==> config.mk <==
export PLATFORM = sky130hd
export DESIGN_NAME = cmp_seq_multibyte
export DESIGN_NICKNAME = d
export VERILOG_FILES = /design/src/rtl/cmp_seq_multibyte.sv
export SDC_FILE = /design/constraint.sdc
export NUM_CORES = 1
export LEC_CHECK = 0
export ABC_AREA = 1
export BUFFER_PORTS_ARGS = -buffer_cell sky130_fd_sc_hd__buf_4
export CORE_ASPECT_RATIO = 2
export CORE_UTILIZATION = 57
export DETAILED_ROUTE_END_ITERATION = 7
export GPL_ROUTABILITY_DRIVEN = 0
export PLACE_DENSITY = 0.89
export REMOVE_ABC_BUFFERS = 1
export SLEW_MARGIN = 20
export SYNTH_ARGS = -nofsm -noshare
export SYNTH_HDL_FRONTEND = slang
export SYNTH_SLANG_ARGS = --single-unit
==> constraint.sdc <==
create_clock -name clk -period 2.2 [get_ports clk]
set_input_delay 0.11 -clock clk [delete_from_list [all_inputs] [get_ports clk]]
set_output_delay 0.11 -clock clk [all_outputs]
set_load 0.02 [all_outputs]
==> src/rtl/cmp_seq_multibyte.sv <==
// cmp_seq_multibyte: byte-serial MSB-first wide magnitude compare via external 8-bit comparator; `define SIGNED_CMP_EN for two's complement
module cmp_seq_multibyte #(
  parameter int BYTES = 4
) (
  input  logic               clk,
  input  logic               rst_n,
  input  logic               start,
  input  logic [8*BYTES-1:0] op_a,
  input  logic [8*BYTES-1:0] op_b,
  output logic               busy,
  output logic               done,
  output logic               res_gt,
  output logic               res_eq,
  output logic               res_lt,
  output logic               err,
  output logic [7:0]         cmp_a,
  output logic [7:0]         cmp_b,
  input  logic               cmp_gt,
  input  logic               cmp_eq,
  input  logic               cmp_lt
);
  localparam int IW = BYTES > 1 ? $clog2(BYTES) : 1;
  typedef enum logic [1:0] {IDLE, RUN, DONE} state_t;
  state_t             state_q, state_d;
  logic [IW-1:0]      idx_q, idx_d;
  logic [8*BYTES-1:0] a_q, a_d, b_q, b_d;
  logic [2:0]         res_q, res_d;
  logic               err_q, err_d;
  logic [2:0]         flags;
  logic               one_hot, run;
  logic [7:0]         byte_a, byte_b;
  assign run     = state_q == RUN;
  assign byte_a  = a_q[{idx_q, 3'b000} +: 8];
  assign byte_b  = b_q[{idx_q, 3'b000} +: 8];
  assign flags   = {cmp_gt, cmp_eq, cmp_lt};
  assign one_hot = flags == 3'b100 || flags == 3'b010 || flags == 3'b001;
`ifdef SIGNED_CMP_EN
  logic [7:0] flip;
  // Flipping the sign bit of the top byte maps two's complement order onto unsigned order
  assign flip  = idx_q == IW'(BYTES-1) ? 8'h80 : 8'h00;
  assign cmp_a = run ? byte_a ^ flip : 8'h00;
  assign cmp_b = run ? byte_b ^ flip : 8'h00;
`else
  assign cmp_a = run ? byte_a : 8'h00;
  assign cmp_b = run ? byte_b : 8'h00;
`endif
  always_comb begin
    state_d = state_q;
    idx_d   = idx_q;
    a_d     = a_q;
    b_d     = b_q;
    res_d   = res_q;
    err_d   = err_q;
    case (state_q)
      IDLE: if (start) begin
        a_d     = op_a;
        b_d     = op_b;
        idx_d   = IW'(BYTES-1);
        state_d = RUN;
      end
      RUN: if (!one_hot) begin
        res_d   = 3'b000;
        err_d   = 1'b1;
        state_d = DONE;
      end else if (cmp_eq && idx_q != '0) begin
        idx_d = idx_q - 1'b1;
      end else begin
        res_d   = flags;
        err_d   = 1'b0;
        state_d = DONE;
      end
      default: state_d = IDLE;
    endcase
  end
  always_ff @(posedge clk or negedge rst_n) begin
    if (!rst_n) begin
      state_q <= IDLE;
      idx_q   <= '0;
      a_q     <= '0;
      b_q     <= '0;
      res_q   <= '0;
      err_q   <= 1'b0;
    end else begin
      state_q <= state_d;
      idx_q   <= idx_d;
      a_q     <= a_d;
      b_q     <= b_d;
      res_q   <= res_d;
      err_q   <= err_d;
    end
  end
  assign busy   = state_q != IDLE;
  assign done   = state_q == DONE;
  assign res_gt = res_q[2];
  assign res_eq = res_q[1];
  assign res_lt = res_q[0];
  assign err    = err_q;
endmodule

After elaboration in Yosys (flattened, before gate mapping) --
Cells that the tools add are included. W data, S select, Z words.
Cells by class: $add $sub $neg 1, eq/ne operators 10, shift operators 2, muxes and demuxes 14, reduce and logical (&&, ||, !) cells 11
Operators with widths (count):
- $shiftx A32 B6 Y8 | 2
- $mux W8 | 2
- $mux W2 | 6
- $pmux W2 S2 | 2
- $mux W3 | 2
- $ne A2 B2 Y1 const B | 3
- $reduce_and A2 Y1 | 3
- $reduce_bool A2 Y1 | 3
- $reduce_and A4 Y1 | 1
- $eq A3 B1 Y1 const B | 1
- $eq A3 B2 Y1 const B | 1
- $eq A3 B3 Y1 const B | 1
- $ne A3 B3 Y1 const B | 1
- $eq A2 B1 Y1 const B | 1
- $eq A2 B2 Y1 const B | 1
- $logic_not A2 Y1 | 1
- $logic_or A1 B1 Y1 | 2
- $mux W1 | 2
- $ne A2 B1 Y1 const B | 1
- $sub A2 B1 Y2 const B | 1
- $logic_and A1 B1 Y1 | 1
Word-level totals: flip-flop bits (word level) 72, input port bits 70, output and inout port bits 22, word-level logic and storage cells 44

Longest topological paths before layout --
word-level depth 5, depth in mapped cells 10

Worst setup path after synthesis --
No wires, ideal clock.
kind register -> register, start register idx_q[0], end register idx_q[1], arrival time 1287 ps, data required time 2083 ps, slack 797 ps, cell stages (with the launch flop) 11, path through dfrtp_1 -> buf_4 -> inv_2 -> buf_2 -> ha_1 -> inv_1 -> nand4_1 -> nand2_4 -> nand2_1 -> nand2_1 -> nand2_1
On the way: longest elaborated chain between the ends 4, elaborated cells on any way between the ends 8
RTL lines:
- from (decl) | line 25 | logic [IW-1:0] idx_q, idx_d;
- from (signal assigned) | line 85 | idx_q <= idx_d;
- $sub A2 B1 Y2 or $reduce_bool A2 Y1 (tied branches) | line 66, 65
- $mux W2 or $logic_and A1 B1 Y1 (tied branches) | line 65 | end else if (cmp_eq && idx_q != '0) begin
- $mux W2 or $ne A2 B1 Y1 (tied branches)
- $pmux W2 S2 or $reduce_and A4 Y1 (tied branches)
Several ways; a longest one is shown, not always the timed one. The select of a mux whose other input is x is not followed. A chain may end at the register's enable or synchronous reset.

Worst setup path after layout --
start register idx_q[0], end output port cmp_a[7]
On the way: longest elaborated chain between the ends 2
RTL lines:
- $shiftx A32 B6 Y8 | line 33 | assign byte_a = a_q[{idx_q, 3'b000} +: 8];
- $mux W8 | line 44 | assign cmp_a = run ? byte_a : 8'h00;
- to (decl) | line 16 | output logic [7:0] cmp_a,
Every way passes these cells.

==> impl_metrics.py <==
metrics = {
    "grt": {
        "grt_max_degree": 73,
        "grt_pass1_vias": 3388,
        "grt_pass1_wl_um": 14600,
        "antenna_found_initial": 0,
        "track_usage_pct": 30.2,
        "grt_overflow_total": 0,
    },
    "layout": {
        "num_antenna_cells": 0,
        "final_area_um2": 4450,
        "fin_cells": 602,
        "final_nets": 607,
        "drive_above_1_share_pct": 21.3,
        "syn_to_final_growth_pct": 27.2,
    },
    "yosys": {
        "synth_area_leaders": "dfrtp_1 (52%), nand2_1 (15%), nand3_1 (9.6%), nor2_1 (7.3%), o21ai_0 (4.7%)",
        "netlist_instances": 452,
        "synth_common_cells": "nand2_1 (144), dfrtp_1 (72), nor2_1 (68), nand3_1 (67), o21ai_0 (33)",
        "synth_fa_ha_area_share_pct": 0.358,
        "synth-simple-area-share_pct": 33.5,
        "yosysWarnings": 0,
        "synth_top_family_by_area": "simple AND/OR/NAND/NOR gates",
        "synth_top_area_cell": "dfrtp_1",
        "synth_compound_area_share_pct": 7.44,
        "synth_area_um2": 3500,
        "yosysMostFrequentCell": "nand2_1",
        "yosysUniqueCellTypes": 19,
        "synth_ff_type": "dfrtp_1",
        "synth_xor_area_share_pct": 0,
        "synth_top_cell_area_share_pct": 51.5,
        "synth_seq_area_share_pct": 51.5,
        "synthArstFlopShare_pct": 100,
        "synth_edf_count": 0,
        "synth-seq-cells": 72,
        "avgSynthCellArea_um2": 7.73,
        "synth.area.mux_share_pct": 0,
    },
    "power": {
        "cellLeakagePower_uw": 0.00238,
        "ir_worst_vdd_mv": 0.962,
        "p_per_area_nw_per_um2": 1460,
        "power.total_uw": 6510,
    },
    "route": {
        "wire_per_inst_um": 14.6,
        "drt_iter0_drc": 176,
        "postRouteAntennaNets": 0,
        "firstDrtPassIters": 6,
        "drc": 5,
        "viasPerCell": 5.54,
        "vias": 3337,
        "wl_um": 8780,
    },
    "setup_path": {
        "critPathMaxStageDelay_ns": 0.48,
        "required_ns": 2.09,
        "endpoint_kind": "output port",
        "arrival_ns": 1.93,
        "crit_slowest_cell": "dfrtp_1",
        "path_cells": "buf_4 > nor2_1 > nor2_1 > o21ai_0 > a21oi_1 > buf_4",
        "cp-start-kind": "flip-flop",
        "crit_type": "reg -> out",
        "crit_fanout": 28,
    },
    "status": {
        "violations": "design-rule violations",
        "status": "finished with violations",
    },
    "floorplan": {
        "pin_count": 92,
        "die_h_um": 113,
        "die_area_um2": 6470,
        "core_area_um2": 5960,
        "die_w_um": 57.4,
        "initial_core_util_pct": 58.7,
        "rows": 40,
    },
    "clock_network": {
        "cts_sinks": 72,
        "clk_pin_slew_ns": 0.05,
        "postCtsSetupRepairBufs": 0,
        "clk_path_buf_depth": 2,
        "cts_buffers": 9,
        "cts-root-buf": "clkbuf_16",
        "h-tree-depth": 3,
        "cts_tree": "built",
        "clkLatencyLatePin_ns": 0.34,
    },
    "timing": {
        "rsz0062_at_grt": "false",
        "finalHoldViolCount": 0,
        "drv_slew": 0,
        "skew_ns": 0.00227,
        "worstMarginPinSlew_ns": 0.876,
        "period_share_pct": 92.7,
        "finalSetupViolations": 0,
        "max_freq_ghz": 0.491,
        "tns_ns": 0,
        "period_minus_slack_ns": 2.04,
        "max_slew_margin_pct": 41.6,
    },
    "run": {
        "drv_cap": 0,
    },
    "placement": {
        "dp_hpwl_um": 5710,
        "placed_cell_area_um2": 4090,
        "io_buffers": 91,
        "dp_cells": 580,
    },
    "hold_path": {
        "hp-class": "in -> reg",
    },
}
cell families after synthesis:
| kind of cell | after synthesis |
|---|---|
| AO/OA/AOI/OAI | 52 |
| adder cells (fa/ha/maj) | 1 |
| flip-flops | 72 |
| AND/OR/NAND/NOR | 285 |
| buffers and inverters | 42 |
layout make-up:
| type | instances | area (um^2) |
|---|---|---|
| flip-flops and latches | 72 | 1800 |
| well taps | 63 | 78.8 |
| multi-input cells | 338 | 1450 |
| inverters | 11 | 41.3 |
| clock buffers | 14 | 274 |
| repair buffers | 104 | 801 |
| fillers | 453 | 1510 |
registers in the layout, indices dropped and copies added (netlist names):
signal   cells
idx_q        2
state_q      2
b_q         32
a_q         32
res_q        3
err          1
cell usage in the layout, fill, tap and decap left out, drive strengths merged:
master and count:
a21oi 16, nor3 1, nand3 67, dlygate4sd3 8, ha 1, clkbuf 14, o21ai 36, nand4 1
nand2 147, nor2 69, buf 96, inv 11, dfrtp 72
worst paths after layout:
path / cells after the start / slack, ns / to / startpoint
max in group asynchronous: 2 / 1.20 / a_q[17]$_DFFE_PN0P_ / rst_n
setup reg to reg: 8 / 0.53 / idx_q[1]$_DFFE_PN0P_ / idx_q[0]$_DFFE_PN0P_
hold / removal: 3 / 0.002 / a_q[6]$_DFFE_PN0P_ / op_a[6]
min in group asynchronous: 2 / 0.43 / a_q[6]$_DFFE_PN0P_ / rst_n
setup / recovery: 6 / 0.16 / cmp_a[7] / idx_q[0]$_DFFE_PN0P_
hold reg to reg: 2 / 0.46 / a_q[13]$_DFFE_PN0P_ / a_q[13]$_DFFE_PN0P_
report_power, final:
| part | switching, uW | internal (uW) |
|---|---|---|
| Combinational | 1820 | 1000 |
| Sequential | 385 | 1960 |
| Clock | 505 | 843 |
| Total | 2710 | 3800 |
through the flow:
stage,util [%],worst slack (ns),hold WS [ns]
floorplan,-,-0.733,-0.186
detailed placement,68.7,0.548,0.283
finish,74.7,0.162,0.00217
CTS,74.7,0.180,0.000150
global placement,68.7,0.611,0.267
global route,74.7,0.0145,0.0173
routing by layer:
layer / global-route usage, % / vias to the layer above / wire (um) / share of wire (%)
li1: - / 1615 / - / -
met1: 32.4 / 1570 / 2990 / 34
met2: 51.8 / 118 / 4870 / 56
met3: 5.37 / 34 / 391 / 4.5
met4: 21.8 / 0 / 519 / 5.9
met5: 0 / - / 0 / 0
worst max-delay path, delay by kind of cell (launching register included):
family	cells	cell delay [ns]
buffers and inverters	2	0.55
flip-flops	1	0.48
AO/OA/AOI/OAI	2	0.39
AND/OR/NAND/NOR	2	0.18
what timing repair did:
| action | 4_1_cts | 5_1_grt |
|---|---|---|
| hold buffers | 8 | 0 |
| gates resized for setup | 0 | 0 |
| hold endpoints to repair | 79 | 0 |
No activity file was read; power rests on OpenSTA's default activity.
